$ cat src/rtl/bfg_mux_test_sequencer_if.sv
// Bus between the mux comparison sequencer and its harness/mux instances.
// master = sequencer side, slave = harness side (start, mux outputs, results).
interface bfg_mux_test_sequencer_if;
  logic       start;
  logic [5:0] vec;
  logic       gf_out;
  logic       bfg_out;
  logic       busy;
  logic       done;
  logic       pass;
  logic [6:0] gf_err_count;
  logic [6:0] bfg_err_count;
  logic       first_fail_valid;
  logic [5:0] first_fail_vec;
  logic [1:0] first_fail_src;

  modport master (
    input  start, gf_out, bfg_out,
    output vec, busy, done, pass, gf_err_count, bfg_err_count,
           first_fail_valid, first_fail_vec, first_fail_src
  );

  modport slave (
    output start, gf_out, bfg_out,
    input  vec, busy, done, pass, gf_err_count, bfg_err_count,
           first_fail_valid, first_fail_vec, first_fail_src
  );
endinterface

$ cat src/rtl/bfg_mux_test_sequencer.sv
// Sweeps all 64 {s1,s0,i3,i2,i1,i0} vectors into two 4:1 muxes and checks
// both outputs against a golden select, counting errors and capturing the first failure.
module bfg_mux_test_sequencer #(
  parameter int unsigned SETTLE_CYCLES = 2
) (
  input  logic                       clk,
  input  logic                       rst,
  bfg_mux_test_sequencer_if.master   bus
);

  typedef enum logic [1:0] {IDLE, SETTLE, SAMPLE, DONE} state_t;

  localparam logic [3:0] SETTLE_INIT = 4'(SETTLE_CYCLES);

  state_t     state_q, state_d;
  logic [5:0] vec_q, vec_d;
  logic [3:0] settle_cnt_q, settle_cnt_d;
  logic [6:0] gf_cnt_q, gf_cnt_d;
  logic [6:0] bfg_cnt_q, bfg_cnt_d;
  logic       pass_q, pass_d;
  logic       ff_valid_q, ff_valid_d;
  logic [5:0] ff_vec_q, ff_vec_d;
  logic [1:0] ff_src_q, ff_src_d;
  logic       busy_q, busy_d;
  logic       done_q, done_d;

  logic exp_bit;
  logic gf_err;
  logic bfg_err;

  always_comb begin
    exp_bit = vec_q[{vec_q[5], vec_q[4]}];
    gf_err  = bus.gf_out ^ exp_bit;
    bfg_err = bus.bfg_out ^ exp_bit;

    state_d      = state_q;
    vec_d        = vec_q;
    settle_cnt_d = settle_cnt_q;
    gf_cnt_d     = gf_cnt_q;
    bfg_cnt_d    = bfg_cnt_q;
    pass_d       = pass_q;
    ff_valid_d   = ff_valid_q;
    ff_vec_d     = ff_vec_q;
    ff_src_d     = ff_src_q;

    case (state_q)
      IDLE: begin
        if (bus.start) begin
          state_d      = SETTLE;
          vec_d        = '0;
          settle_cnt_d = SETTLE_INIT;
          gf_cnt_d     = '0;
          bfg_cnt_d    = '0;
          pass_d       = 1'b0;
          ff_valid_d   = 1'b0;
          ff_vec_d     = '0;
          ff_src_d     = '0;
        end
      end
      SETTLE: begin
        if (settle_cnt_q == 4'd0) begin
          state_d = SAMPLE;
        end else begin
          settle_cnt_d = settle_cnt_q - 4'd1;
        end
      end
      SAMPLE: begin
        gf_cnt_d  = gf_cnt_q + 7'(gf_err);
        bfg_cnt_d = bfg_cnt_q + 7'(bfg_err);
        if ((gf_err || bfg_err) && !ff_valid_q) begin
          ff_valid_d = 1'b1;
          ff_vec_d   = vec_q;
          ff_src_d   = {bfg_err, gf_err};
        end
        // pass uses the post-update counts so results are valid in the done cycle
        if (vec_q == 6'd63) begin
          state_d = DONE;
          pass_d  = (gf_cnt_d == 7'd0) && (bfg_cnt_d == 7'd0);
        end else begin
          state_d      = SETTLE;
          vec_d        = vec_q + 6'd1;
          settle_cnt_d = SETTLE_INIT;
        end
      end
      DONE: begin
        state_d = IDLE;
      end
      default: begin
        state_d = IDLE;
      end
    endcase

    busy_d = (state_d == SETTLE) || (state_d == SAMPLE);
    done_d = (state_d == DONE);
  end

  always_ff @(posedge clk) begin
    if (rst) begin
      state_q      <= IDLE;
      vec_q        <= '0;
      settle_cnt_q <= '0;
      gf_cnt_q     <= '0;
      bfg_cnt_q    <= '0;
      pass_q       <= 1'b0;
      ff_valid_q   <= 1'b0;
      ff_vec_q     <= '0;
      ff_src_q     <= '0;
      busy_q       <= 1'b0;
      done_q       <= 1'b0;
    end else begin
      state_q      <= state_d;
      vec_q        <= vec_d;
      settle_cnt_q <= settle_cnt_d;
      gf_cnt_q     <= gf_cnt_d;
      bfg_cnt_q    <= bfg_cnt_d;
      pass_q       <= pass_d;
      ff_valid_q   <= ff_valid_d;
      ff_vec_q     <= ff_vec_d;
      ff_src_q     <= ff_src_d;
      busy_q       <= busy_d;
      done_q       <= done_d;
    end
  end

  assign bus.vec              = vec_q;
  assign bus.busy             = busy_q;
  assign bus.done             = done_q;
  assign bus.pass             = pass_q;
  assign bus.gf_err_count     = gf_cnt_q;
  assign bus.bfg_err_count    = bfg_cnt_q;
  assign bus.first_fail_valid = ff_valid_q;
  assign bus.first_fail_vec   = ff_vec_q;
  assign bus.first_fail_src   = ff_src_q;

endmodule

$ cat src/flat_wrapper.sv
// flat-port wrapper written by rule: the top's interface ports become plain ports
module bfg_mux_test_sequencer_flat 
#(
  parameter int unsigned SETTLE_CYCLES = 2
)
  (clk, rst, bus_start, bus_gf_out, bus_bfg_out, bus_vec, bus_busy, bus_done, bus_pass, bus_gf_err_count, bus_bfg_err_count, bus_first_fail_valid, bus_first_fail_vec, bus_first_fail_src);
  bfg_mux_test_sequencer_if bus_i ();
  input  logic clk;
  input  logic rst;
  input wire logic [$bits(bus_i.start)-1:0] bus_start;
  input wire logic [$bits(bus_i.gf_out)-1:0] bus_gf_out;
  input wire logic [$bits(bus_i.bfg_out)-1:0] bus_bfg_out;
  output wire logic [$bits(bus_i.vec)-1:0] bus_vec;
  output wire logic [$bits(bus_i.busy)-1:0] bus_busy;
  output wire logic [$bits(bus_i.done)-1:0] bus_done;
  output wire logic [$bits(bus_i.pass)-1:0] bus_pass;
  output wire logic [$bits(bus_i.gf_err_count)-1:0] bus_gf_err_count;
  output wire logic [$bits(bus_i.bfg_err_count)-1:0] bus_bfg_err_count;
  output wire logic [$bits(bus_i.first_fail_valid)-1:0] bus_first_fail_valid;
  output wire logic [$bits(bus_i.first_fail_vec)-1:0] bus_first_fail_vec;
  output wire logic [$bits(bus_i.first_fail_src)-1:0] bus_first_fail_src;
  assign bus_i.start = bus_start;
  assign bus_i.gf_out = bus_gf_out;
  assign bus_i.bfg_out = bus_bfg_out;
  assign bus_vec = bus_i.vec;
  assign bus_busy = bus_i.busy;
  assign bus_done = bus_i.done;
  assign bus_pass = bus_i.pass;
  assign bus_gf_err_count = bus_i.gf_err_count;
  assign bus_bfg_err_count = bus_i.bfg_err_count;
  assign bus_first_fail_valid = bus_i.first_fail_valid;
  assign bus_first_fail_vec = bus_i.first_fail_vec;
  assign bus_first_fail_src = bus_i.first_fail_src;
  bfg_mux_test_sequencer #(.SETTLE_CYCLES(SETTLE_CYCLES)) u_core (.clk(clk), .rst(rst), .bus(bus_i));
endmodule
$ cat config.mk
export PLATFORM = sky130hd
export DESIGN_NAME = bfg_mux_test_sequencer_flat
export DESIGN_NICKNAME = d
export VERILOG_FILES = /design/src/rtl/bfg_mux_test_sequencer_if.sv /design/src/rtl/bfg_mux_test_sequencer.sv /design/src/flat_wrapper.sv
export SDC_FILE = /design/constraint.sdc
export NUM_CORES = 1
export LEC_CHECK = 0
export ABC_AREA = 1
export BUFFER_PORTS_ARGS = -buffer_cell sky130_fd_sc_hd__buf_2
export CAP_MARGIN = 20
export CORE_ASPECT_RATIO = 0.9
export CORE_MARGIN = 2
export CORE_UTILIZATION = 59
export DETAILED_ROUTE_END_ITERATION = 8
export PLACE_DENSITY = 0.84
export SLEW_MARGIN = 5
export SYNTH_ARGS = -nofsm -noshare
export SYNTH_HDL_FRONTEND = slang
export SYNTH_SLANG_ARGS = --single-unit
$ cat constraint.sdc
create_clock -name clk -period 4.62 [get_ports clk]
set_input_delay 0.231 -clock clk [delete_from_list [all_inputs] [get_ports clk]]
set_output_delay 0.231 -clock clk [all_outputs]
set_load 0.03 [all_outputs]
==> impl_metrics.py <==
metrics = {
    "cts": {
        "ctsHtreeMaxLevel": 2,
        "clock_path_buffers": 2,
        "clockRootBuffer": "sky130_fd_sc_hd__clkbuf_8",
        "cts.hold.buffers_added": 0,
        "cts_setup_buffers": 0,
        "cts_made_buffers": 5,
        "cts_tree": "yes",
        "cts.repair.resized": 0,
        "worst_path_clk_slew_ns": 0.07,
        "clock_sink_count": 38,
        "insertion_delay_ns": 0.29,
    },
    "cells_and_area": {
        "layout.cell_area.non_filler_mm2": 0.00229,
        "areaGrowthSynthToFinish_pct": 14.5,
        "post_route_cells_drive_above_1_share_pct": 25.3,
        "insertedDiodeCount": 0,
        "finalNetCount": 316,
        "layout.cells.most_common_list": "63 x sky130_fd_sc_hd__nand2_1, 38 x sky130_fd_sc_hd__dfxtp_1, 36 x sky130_fd_sc_hd__buf_2, 26 x sky130_fd_sc_hd__a21oi_1, 24 x sky130_fd_sc_hd__nor2_1",
        "finalNonFillerCells": 348,
        "final_design_utilization_pct": 69.4,
        "mostFrequentLayoutCell": "sky130_fd_sc_hd__nand2_1",
    },
    "placement": {
        "globalplace.congestion": 0.824,
        "placed_area_mm2": 0.00220,
        "buffer_ports.inserted": 36,
        "dp.final_hpwl_um": 2920,
        "dp_cells": 340,
    },
    "worst_setup_path": {
        "worst_path_most_repeated_cell": "sky130_fd_sc_hd__nand2_1",
        "critical_path_peak_fanout": 5,
        "critical_path_buf_inv_count": 2,
        "critPathCaptureType": "register",
        "cp_data_required_time_ns": 4.85,
        "r2r_depth": 16,
        "regToRegEndpoint": "u_core.bus.pass",
        "worst_path_max_delay_cell": "sky130_fd_sc_hd__dfxtp_1",
        "r2r_start": "u_core.bus.vec[4]",
        "reg2reg_setup_slack_ns": 2.36,
        "startpoint_type": "register",
        "worstPathCellList": "inv_1 -> nand2_1 -> nand3_2 -> nand2_1 -> nand2_1 -> nand2_2 -> inv_1 -> ha_1 -> ha_1 -> nor2_1 -> nand3_2 -> nor2_1 -> nand2_1 -> nor2_1 -> nand3b_1 -> a21oi_2",
        "timing_worst_setup_path_type": "register to register",
        "critPathArrivalTime_ns": 2.49,
        "top_family_by_delay_on_critical_path": "simple AND/OR/NAND/NOR gates",
        "cpPeakStageDelay_ns": 0.39,
    },
    "min_path": {
        "timing.hold.worst_path_depth": 2,
        "worstHoldPathType": "input port to register",
        "timing.hold.worst_endpoint": "u_core.bus.done",
        "hold_path_startpoint": "rst",
    },
    "detailed_routing": {
        "via_per_inst": 5.22,
        "drt_first_iter_violations": 178,
        "via_count": 1818,
        "remaining_drc_errors": 0,
        "postRouteWirelength_um": 4200,
        "antenna_left": 0,
        "post_drt_wl_per_cell_um": 12.1,
        "first_pass_detailed_route_iteration_total": 4,
    },
    "floorplan": {
        "effective_utilization_at_floorplan_pct": 60.6,
        "die_w_um": 65.4,
        "fp.dieArea_mm2": 0.00387,
        "die_height_um": 59.2,
        "num_io_pins": 37,
        "core_region_area_mm2": 0.00330,
        "rows": 20,
    },
    "yosys": {
        "synthTopCellsByArea": "sky130_fd_sc_hd__dfxtp_1 38%, sky130_fd_sc_hd__nand2_1 12%, sky130_fd_sc_hd__a21oi_1 6.5%, sky130_fd_sc_hd__ha_1 5.0%, sky130_fd_sc_hd__nor2_1 4.5%",
        "synthesis.nets": 280,
        "synth_sequential_area_ratio_pct": 38.0,
        "yosysWarningCount": 0,
        "synth_instances": 267,
        "cell_type_with_the_largest_total_area_after_synthesis": "sky130_fd_sc_hd__dfxtp_1",
        "synth_largest_type_area_fraction_pct": 38.0,
        "synthesis.area_per_instance_um2": 7.49,
        "cell_area_synth_mm2": 0.00200,
        "synth.ff_latch_count": 38,
        "post_synth_num_cell_types": 34,
    },
    "power_and_ir_drop": {
        "max-vdd-ir-drop_uv": 295,
        "internal_uw": 546,
        "p_clk_share_pct": 27.9,
        "power.density_cell_area_mw_per_mm2": 367,
        "combinationalPowerShare_pct": 27.9,
        "switching_share_pct": 35.1,
        "sequential_share_of_power_pct": 44.2,
        "power.static_leakage_uw": 0.00102,
        "power_switching_uw": 294,
    },
    "global_routing": {
        "global_route.overflow_total": 0,
        "first_global_vias": 1644,
        "largest_net_degree_at_the_start_of_global_routing": 27,
        "antenna_violations_before_repair": 0,
        "grt.total_usage_pct": 24.2,
        "wire_length_of_the_first_global_routing_pass_um": 7120,
    },
    "sta": {
        "layout_min_cycle_time_ns": 2.26,
        "worst_pin_slew_ns": 0.573,
        "tns_ns": 0,
        "hold_viol_final": 0,
        "fin_worst_skew_ns": 0.00716,
        "setup_repair_after_global_routing_missed_its_margin": "false",
        "finalSetupViolations": 0,
        "maxSlewHeadroom_pct": 61.7,
        "max_clock_freq_mhz": 442,
        "min_period_over_period_pct": 48.9,
        "drv_slew": 0,
    },
    "flow_run": {
        "max-cap-violations": 0,
    },
    "run_status": {
        "outcome": "finished, final reports clean",
    },
}
[per-stage QoR]
step	hold WS [ns]	total power, uW	setup WS (ns)
floorplan	0.468	566	2.36
global placement	0.469	605	2.51
detailed placement	0.475	611	2.41
CTS	0.372	846	2.39
global route	0.393	888	2.11
finish	0.375	840	2.36
[metal layers]
layer | global-route usage (%) | vias to the layer above | wire length [um]
met5 | 0 | - | 0
met2 | 36.4 | 43 | 1880
met1 | 32.4 | 825 | 2040
met3 | 5.32 | 8 | 176
li1 | - | 942 | -
met4 | 13.4 | 0 | 93
[registers in the layout, summed over array words and instances (netlist names)]
| register | flops |
|---|---|
| u_core.bus.bfg_err_count | 7 |
| u_core.bus.busy | 1 |
| u_core.bus.done | 1 |
| u_core.bus.first_fail_src | 2 |
| u_core.bus.first_fail_valid | 1 |
| u_core.bus.first_fail_vec | 6 |
| u_core.bus.gf_err_count | 7 |
| u_core.bus.pass | 1 |
| u_core.bus.vec | 6 |
| u_core.settle_cnt_q | 4 |
| u_core.state_q | 2 |
[worst max-delay path by stage]
stage	start	end	slack, ns	cells past startpoint
6_report	u_core.bus.vec[4]	u_core.bus.pass	2.36	16
4_1_cts	u_core.bus.vec[4]	u_core.bus.pass	2.39	16
3_3_place_gp	u_core.bus.vec[3]	u_core.bus.pass	2.51	14
5_1_grt	u_core.bus.vec[4]	u_core.bus.pass	2.11	16
3_5_place_dp	u_core.bus.vec[4]	u_core.bus.pass	2.41	16
2_1_floorplan	u_core.bus.vec[4]	u_core.bus.pass	2.36	16
[final cells by class]
type / count / area (um2)
multi-input combinational: 196 / 1110
tap: 44 / 55.1
timing repair buffer: 36 / 180
fill: 293 / 1010
inverter: 26 / 97.6
sequential: 38 / 761
clock inverter: 1 / 5.00
clock buffer: 7 / 86.3
[power groups by stage]
stage          Sequential [uW]  Combinational (uW)  Clock [uW]
3_3_place_gp               378                 227           0
2_1_floorplan              406                 159           0
6_report                   371                 235         234
5_1_grt                    374                 262         252
3_5_place_dp               379                 232           0
4_1_cts                    371                 235         240
[cells by family (layout without fill, tap and decap cells)]
kind of cell	count (synthesis)	after routing	synth area share [%]
buffers and inverters	33	70	6.69
xor gates and xnor gates	11	11	4.82
AOI/OAI and AO/OA	39	39	11.8
and+or+nand+nor	138	138	33.7
DFF	38	38	38.0
adders and majority gates	8	8	5.00
[cells in the mapped netlist]
cell type	number
sky130_fd_sc_hd__buf_2	2
sky130_fd_sc_hd__xnor2_1	7
sky130_fd_sc_hd__clkbuf_1	3
sky130_fd_sc_hd__nand2_4	2
sky130_fd_sc_hd__o211a_1	1
sky130_fd_sc_hd__nor2_2	7
sky130_fd_sc_hd__nand3_1	17
sky130_fd_sc_hd__nor3_1	4
sky130_fd_sc_hd__inv_1	21
sky130_fd_sc_hd__nand4_1	3
sky130_fd_sc_hd__xor2_1	4
sky130_fd_sc_hd__a21oi_1	26
sky130_fd_sc_hd__nand3_4	1
sky130_fd_sc_hd__nand4_2	1
sky130_fd_sc_hd__o21ai_1	1
sky130_fd_sc_hd__or2_2	4
sky130_fd_sc_hd__a21oi_2	3
sky130_fd_sc_hd__nor2_1	24
sky130_fd_sc_hd__clkinv_1	1
sky130_fd_sc_hd__o21ai_0	3
sky130_fd_sc_hd__buf_1	1
sky130_fd_sc_hd__inv_2	4
sky130_fd_sc_hd__buf_6	1
sky130_fd_sc_hd__ha_1	8
sky130_fd_sc_hd__a211oi_2	2
sky130_fd_sc_hd__o21ai_2	1
sky130_fd_sc_hd__dfxtp_1	38
sky130_fd_sc_hd__nand2_1	63
sky130_fd_sc_hd__nand2_2	3
sky130_fd_sc_hd__nand3_2	5
sky130_fd_sc_hd__nor2_4	1
sky130_fd_sc_hd__o21bai_1	1
sky130_fd_sc_hd__nand3b_1	3
sky130_fd_sc_hd__o211ai_1	1
Power figures use the tool's default switching activity.
